===== config.mk =====
export PLATFORM = sky130hd
export DESIGN_NAME = boot_sequencer
export DESIGN_NICKNAME = d
export VERILOG_FILES = /design/src/rtl/boot_pkg.sv /design/src/rtl/button_debouncer.sv /design/src/rtl/boot_sequencer.sv
export SDC_FILE = /design/constraint.sdc
export NUM_CORES = 1
export LEC_CHECK = 0
export BUFFER_PORTS_ARGS = -buffer_cell sky130_fd_sc_hd__buf_4
export CAP_MARGIN = 20
export CORE_AREA = 10 10 74 76
export CTS_BUF_LIST = sky130_fd_sc_hd__clkbuf_2
export CTS_CLUSTER_DIAMETER = 200
export CTS_CLUSTER_SIZE = 10
export DETAILED_ROUTE_END_ITERATION = 7
export DIE_AREA = 0 0 84 86
export PLACE_DENSITY = 0.77
export SLEW_MARGIN = 40
export SYNTH_ARGS = -nofsm -noshare
export SYNTH_HDL_FRONTEND = slang
export SYNTH_HIERARCHICAL = 1
export SYNTH_SLANG_ARGS = --single-unit

===== constraint.sdc =====
create_clock -name clk -period 2 [get_ports clk]
set_clock_uncertainty 0.1 [all_clocks]
set_input_delay 0.2 -clock clk [delete_from_list [all_inputs] [get_ports clk]]
set_output_delay 0.2 -clock clk [all_outputs]
set_load 0.005 [all_outputs]

===== src/rtl/boot_pkg.sv =====
// ============================================================================
// Module : boot_pkg
// Brief  : Shared types and constants for the boot sequencer.
// Rev    : 1.0 - initial release
// ============================================================================
`default_nettype none

package boot_pkg;

    localparam int c_ADDR_W         = 16;
    localparam int c_DATA_W_DEFAULT = 8;

    typedef enum logic [1:0] {
        HELD  = 2'd0,
        COPY  = 2'd1,
        DRAIN = 2'd2,
        RUN   = 2'd3
    } boot_state_e;

endpackage

`default_nettype wire


===== src/rtl/button_debouncer.sv =====
// ============================================================================
// Module : button_debouncer
// Brief  : 2-flop synchronizer and saturating counter; one-cycle press pulse.
// Rev    : 1.0 - initial release
// ============================================================================
`default_nettype none

module button_debouncer #(
    parameter int DEBOUNCE_CYCLES = 4
) (
    input  logic clk,
    input  logic reset,
    input  logic button_i,
    output logic press_o,
    output logic held_o
);

    localparam int                 c_CNT_W   = $clog2(DEBOUNCE_CYCLES + 1);
    localparam logic [c_CNT_W-1:0] c_CNT_MAX = c_CNT_W'(DEBOUNCE_CYCLES);

    logic               sync1_q;
    logic               sync2_q;
    logic [c_CNT_W-1:0] cnt_q;
    logic [c_CNT_W-1:0] cnt_d;
    logic               press_q;
    logic               press_d;

    always_comb begin
        cnt_d = cnt_q;
        if (!sync2_q) begin
            cnt_d = '0;
        end else if (cnt_q != c_CNT_MAX) begin
            cnt_d = cnt_q + 1'b1;
        end
        // Fires only on the cycle the counter first reaches the threshold.
        press_d = (cnt_d == c_CNT_MAX) && (cnt_q != c_CNT_MAX);
    end

    always_ff @(posedge clk) begin
        if (reset) begin
            sync1_q <= 1'b0;
            sync2_q <= 1'b0;
            cnt_q   <= '0;
            press_q <= 1'b0;
        end else begin
            sync1_q <= button_i;
            sync2_q <= sync1_q;
            cnt_q   <= cnt_d;
            press_q <= press_d;
        end
    end

    assign press_o = press_q;
    assign held_o  = sync2_q;

endmodule

`default_nettype wire


===== src/rtl/boot_sequencer.sv =====
// ============================================================================
// Module : boot_sequencer
// Brief  : Debounces the reset button, copies ROM to RAM, then releases CPU.
// Rev    : 1.0 - initial release
// ============================================================================
`default_nettype none

module boot_sequencer
    import boot_pkg::*;
#(
    parameter int ROM_WORDS       = 256,
    parameter int DEBOUNCE_CYCLES = 4,
    parameter int DATA_W          = c_DATA_W_DEFAULT
) (
    input  logic                clk,
    input  logic                reset,
    input  logic                reset_button,
    output logic [c_ADDR_W-1:0] rom_address,
    input  logic [DATA_W-1:0]   rom_value,
    output logic [c_ADDR_W-1:0] ram_address,
    output logic [DATA_W-1:0]   ram_value,
    output logic                ram_we,
    output logic                cpu_reset,
    output logic                is_powered_on,
    output logic                flag_execute_from_ram
);

    localparam logic [c_ADDR_W-1:0] c_LAST_ADDR = c_ADDR_W'(ROM_WORDS - 1);

    boot_state_e         state_q;
    boot_state_e         state_d;
    logic [c_ADDR_W-1:0] rd_ptr_q;
    logic [c_ADDR_W-1:0] rd_ptr_d;
    logic [c_ADDR_W-1:0] wr_addr_q;
    logic [c_ADDR_W-1:0] wr_addr_d;
    logic                we_q;
    logic                we_d;
    logic                press;
    logic                held;

    button_debouncer #(
        .DEBOUNCE_CYCLES (DEBOUNCE_CYCLES)
    ) u_debouncer (
        .clk      (clk),
        .reset    (reset),
        .button_i (reset_button),
        .press_o  (press),
        .held_o   (held)
    );

    always_comb begin
        state_d   = state_q;
        rd_ptr_d  = rd_ptr_q;
        wr_addr_d = wr_addr_q;
        we_d      = 1'b0;
        if (press) begin
            state_d   = HELD;
            rd_ptr_d  = '0;
            wr_addr_d = '0;
        end else begin
            case (state_q)
                HELD: begin
                    rd_ptr_d  = '0;
                    wr_addr_d = '0;
                    if (!held) begin
                        state_d = COPY;
                    end
                end
                COPY: begin
                    // The word read this cycle lands on the ROM output next cycle.
                    we_d      = 1'b1;
                    wr_addr_d = rd_ptr_q;
                    if (rd_ptr_q == c_LAST_ADDR) begin
                        state_d = DRAIN;
                    end else begin
                        rd_ptr_d = rd_ptr_q + 1'b1;
                    end
                end
                DRAIN:   state_d = RUN;
                RUN:     state_d = RUN;
                default: state_d = HELD;
            endcase
        end
    end

    always_ff @(posedge clk) begin
        if (reset) begin
            state_q   <= HELD;
            rd_ptr_q  <= '0;
            wr_addr_q <= '0;
            we_q      <= 1'b0;
        end else begin
            state_q   <= state_d;
            rd_ptr_q  <= rd_ptr_d;
            wr_addr_q <= wr_addr_d;
            we_q      <= we_d;
        end
    end

    // ROM data already arrives registered, so it is forwarded straight to RAM.
    assign rom_address           = rd_ptr_q;
    assign ram_address           = wr_addr_q;
    assign ram_we                = we_q;
    assign ram_value             = we_q ? rom_value : '0;
    assign cpu_reset             = (state_q != RUN);
    assign is_powered_on         = (state_q == RUN);
    assign flag_execute_from_ram = (state_q == RUN);

endmodule

`default_nettype wire


-- Yosys cells after proc, flatten, opt, wreduce, memory -nomap -nowiden
Cells that the tools add are included.
- reduce and logical (&&, ||, !) cells: 7
- equality and inequality tests: 10
- muxes and demuxes: 10
- $add $sub $neg: 2
- operator list (cell ; number):
    16-bit case mux with 2 select lines ; 2
    16-bit by 1-bit adder with 16-bit output (second input constant) ; 1
    16-bit by 8-bit equality test with 1-bit output (second input constant) ; 1
    16-bit 2-to-1 mux ; 1
    8-bit 2-to-1 mux ; 1
    2-bit != test (second input constant) ; 4
    3-bit 2-to-1 mux ; 2
    2-bit case mux with 3 select lines ; 1
    2-bit equality test (second input constant) ; 2
    2-bit 2-to-1 mux ; 2
    2-bit AND reduction ; 2
    2-bit OR reduction ; 2
    3-bit by 1-bit adder with 3-bit output (second input constant) ; 1
    3-bit equality test (second input constant) ; 1
    3-bit != test (second input constant) ; 1
    2-bit by 1-bit equality test with 1-bit output (second input constant) ; 1
    2-bit logical NOT ; 1
    2-bit nonzero test ; 1
    1-bit logical AND ; 1
    1-bit 2-to-1 mux ; 1
- bits in registers: 41
- input bits: 11
- logic and storage cells: 37
- output and inout bits: 44

-- Longest topological paths before layout
- depth after elaboration: 5
- gate-level depth with buffers: 7
- depth with buffers taken out: 5

-- Cells and area by module
The synthesis kept the hierarchy.
- modules (own cells, without submodules) (module ; times used ; cells each ; area each (µm²) ; seq. area each (µm²)):
    boot_sequencer ; 1 ; 170 ; 1655.3 ; 700.7
    button_debouncer ; 1 ; 22 ; 249.0 ; 120.1

-- Least setup slack after synthesis
Ideal clock, no wire load.
- path type: register to register
- from: register rd_ptr_q[0] (netlist: rom_address[0])
- to: register rd_ptr_q[10] (netlist: rom_address[10])
- path buffers: 2
- slack: 0.030 ns
- arrival time: 1.748 ns
- clock period less this slack: 1.970 ns
- cell stages (with the launch flop): 8
- cells stage by stage: dfxtp_1 -> ha_1 -> and4_4 -> a41o_1 -> buf_6 -> and2_4 -> buf_6 -> a221o_1
- word-level cells in the longest chain between the ends: 3
- ends and longest elaborated chain (what ; RTL line ; source):
    start, declared ; boot_sequencer.sv:32 ; logic [c_ADDR_W-1:0] rd_ptr_q;
    start signal, assigned ; boot_sequencer.sv:94 ; rd_ptr_q <= rd_ptr_d;
    16-bit by 1-bit adder with 16-bit output / 16-bit by 8-bit equality test with 1-bit output (equally long branches) ; boot_sequencer.sv:76, boot_sequencer.sv:73 ;
    16-bit 2-to-1 mux / 2-bit != test (equally long branches) ; n/a ;
    16-bit case mux with 2 select lines / 2-bit AND reduction (equally long branches) ; n/a ;
Several ways; a longest one is shown, not always the timed one. The select of a mux whose other input is x is not followed.
A chain may end at the register's enable or synchronous reset.

-- Worst setup path after layout
- from: register rd_ptr_q[10] (netlist: rom_address[10])
- to: register rd_ptr_q[10] (netlist: rom_address[10])
Same word-level chain as after synthesis.

==> impl_metrics.env <==
export IMPL_overflow=0
export IMPL_clk_latency_ns=0.40
export IMPL_routed_wl_um=4980
export IMPL_cts_root_buffer="clkbuf_2"
export IMPL_route_detailed_drc=0
export IMPL_endpoint_kind="register"
export IMPL_fin_crit_sh=0.920
export IMPL_fin_setup_tns_ns=0
export IMPL_clock_sinks=41
export IMPL_antenna_cells=0
export IMPL_finalSetupViolCount=0
export IMPL_yosysTopAreaCellShare=0.431
export IMPL_yosys_warnings=6
export IMPL_num_vias=1719
export IMPL_initialDrtViolationCount=224
export IMPL_synth_edf_count=0
export IMPL_hpwl_um=3690
export IMPL_ys_seq_elements=41
export IMPL_synth_compound_area_frac=0.195
export IMPL_layout_min_cycle_time_ns=1.84
export IMPL_grtUsageTotal=0.135
export IMPL_fin_nets=266
export IMPL_grt_max_degree=32
export IMPL_grt_pass1_wl_um=8110
export IMPL_holdCritPathClass="in -> reg"
export IMPL_synth_common_cells="dfxtp_1, a22o_1, nand2_1"
export IMPL_synthTopCellsByArea="dfxtp_1, a22o_1, nand2_1, and2_1, buf_6"
export IMPL_yosysMostFrequentCell="dfxtp_1"
export IMPL_port_buffer_count=54
export IMPL_netlist_instances=192
export IMPL_rsz0062_at_grt="no"
export IMPL_yosysSeqAreaShare=0.431
export IMPL_async_flop_share=0
export IMPL_synth_area_leader_cell="dfxtp_1"
export IMPL_status="finished, final reports clean"
export IMPL_place_congestion=0.952
export IMPL_post_dp_cell_area_um2=2380
export IMPL_yosys_area_share_simple=0.273
export IMPL_ir_drop_v=0.000360
export IMPL_cp_num_buf_inv=0
export IMPL_ant_nets=0
export IMPL_h_tree_depth=2
export IMPL_initial_utilization=0.480
export IMPL_cts_tree="done"
export IMPL_dieArea_um2=7220
export IMPL_required_ns=2.21
export IMPL_avgViaCountPerCell=5.69
export IMPL_die_x_um=84
export IMPL_syn_area_per_cell_um2=9.92
export IMPL_synthMuxAreaShare=0
export IMPL_synth_xor_area_share=0.0138
export IMPL_maxCapViolCount=0
export IMPL_fmax_ghz=0.544
export IMPL_critPathMaxFanout=10
export IMPL_final_cells=302
export IMPL_worst_hold_slack_ns=0.0111
export IMPL_core_area_um2=3970
export IMPL_synthAdderAreaFrac=0.0197
export IMPL_drv_slew=0
export IMPL_antenna_found_initial=0
export IMPL_critPathTopFamily="simple AND/OR/NAND/NOR gates"
export IMPL_slew_headroom=0.754
export IMPL_r2r_setup_slack_ns=0.16
export IMPL_routedWlPerCell_um=16.5
export IMPL_cpPeakStageDelay_ns=0.45
export IMPL_drive_gt1_frac=0.349
export IMPL_cts_buffers=5
export IMPL_start_kind="register"
export IMPL_nFillCells=340
export IMPL_cp_data_arrival_time_ns=2.05
export IMPL_critPathKind="reg -> reg"
export IMPL_clkTransAtPathRegs_ns=0.19
export IMPL_power_density_nw_per_um2=600
export IMPL_ctsLongestPathBuffers=2
export IMPL_die_h_um=86
export IMPL_slowest_stage="dfxtp_1"
export IMPL_hold_viol_final=0
export IMPL_p_leak_nw=1.11
export IMPL_synth_top_family_by_area="simple AND/OR/NAND/NOR gates"
export IMPL_power_mw=1.47
export IMPL_io_pin_count=55
export IMPL_synth_area_um2=1900
export IMPL_placed_cells=294
export IMPL_crit_chain="nor4_4 -> nand4_4 -> and2_4 -> a221o_1"
export IMPL_ys_flop_type="dfxtp_1"
export IMPL_first_global_vias=1607
export IMPL_fp_row_count=23
export IMPL_syn_nets=206
export IMPL_fin_area_um2=2450
export IMPL_yosysUniqueCellTypes=53
export IMPL_area_growth_pct=28.8
export IMPL_dr_pass1_iters=4
export IMPL_tightest_slew_ns=0.369
==> registers in the layout, indices dropped and copies added (netlist names) <==
signal / cells
ram_address: 16
rom_address: 16
u_debouncer/cnt_q: 3
state_q: 2
ram_we: 1
u_debouncer/held_o: 1
u_debouncer/press_o: 1
u_debouncer/sync1_q: 1
==> worst paths after layout <==
check                                                   from                            to  cells after the start
worst max register to register  rom_address[10]$_SDFFE_PP0P_  rom_address[10]$_SDFFE_PP0P_                      4
worst max-delay path            rom_address[10]$_SDFFE_PP0P_  rom_address[10]$_SDFFE_PP0P_                      4
worst min-delay path                                   reset   rom_address[7]$_SDFFE_PP0P_                      3
worst min register to register   ram_address[4]$_SDFFE_PP0P_   ram_address[4]$_SDFFE_PP0P_                      2
==> cell type report <==
type | instances | area, um2 | area share
well taps | 50 | 62.6 | 0.0255
clock buffers | 5 | 25.0 | 0.0102
repair buffers | 67 | 518 | 0.211
clock inverters | 2 | 35.0 | 0.0143
inverters | 7 | 26.3 | 0.0107
multi-input cells | 130 | 966 | 0.394
flip-flops and latches | 41 | 821 | 0.335
==> cells by family after synthesis <==
kind of cell             count (synthesis)
AO/OA/AOI/OAI                           46
XOR/XNOR                                 3
adder cells (fa/ha/maj)                  3
buffers and inverters                   21
AND/OR/NAND/NOR                         78
flip-flops                              41
==> per-layer routing <==
| metal | GRT usage | share of wire |
|---|---|---|
| met1 | 0.171 | 0.47 |
| met2 | 0.207 | 0.44 |
| met3 | 0.0501 | 0.084 |
| met4 | 0.0426 | 0.0092 |
| met5 | 0 | 0 |
==> placed cells by master (no fill, tap or decap), types with 2 or more instances in the layout <==
cell	instances
buf_4	65
nand2_1	16
nor4_1	3
nor4_4	2
ha_1	3
a21boi_0	3
nand4_1	9
a21oi_1	2
o21ai_1	2
and3_1	3
nand3_1	5
a221o_1	3
and2_2	2
and2_1	9
dfxtp_1	41
o211ai_1	2
nor2_1	6
o21ai_0	3
clkbuf_2	5
xnor2_1	2
a32oi_1	2
and2b_1	2
and4_1	4
a22o_1	19
nor3_1	2
and2_4	2
inv_1	6
==> where the power goes <==
part,switching (mW),internal (mW)
clock network,0.264,0.203
registers,0.0175,0.834
logic,0.0690,0.0845
total,0.350,1.12
==> worst reg2reg max path, stage by stage (launching register included) <==
cell and delay [ns]:
dfxtp_1 0.45, nor4_4 0.41, nand4_4 0.21, and2_4 0.26
a221o_1 0.32
==> per-stage QoR <==
stage	worst slack [ns]	utilization
after floorplan	0.0298	-
after global placement	0.196	0.600
after detailed placement	0.140	0.600
after CTS	0.0989	0.618
after global routing	0.0570	0.618
final	0.161	0.618
==> what timing repair did <==
| item | CTS | global route |
|---|---|---|
| endpoints found under the setup margin | 0 | 1 |
| hold buffers | 1 | 0 |
| buffers inserted | 0 | 0 |
| endpoints found under the hold margin | 1 | 0 |
| resized for setup | 0 | 1 |
Power figures use the tool's default switching activity.
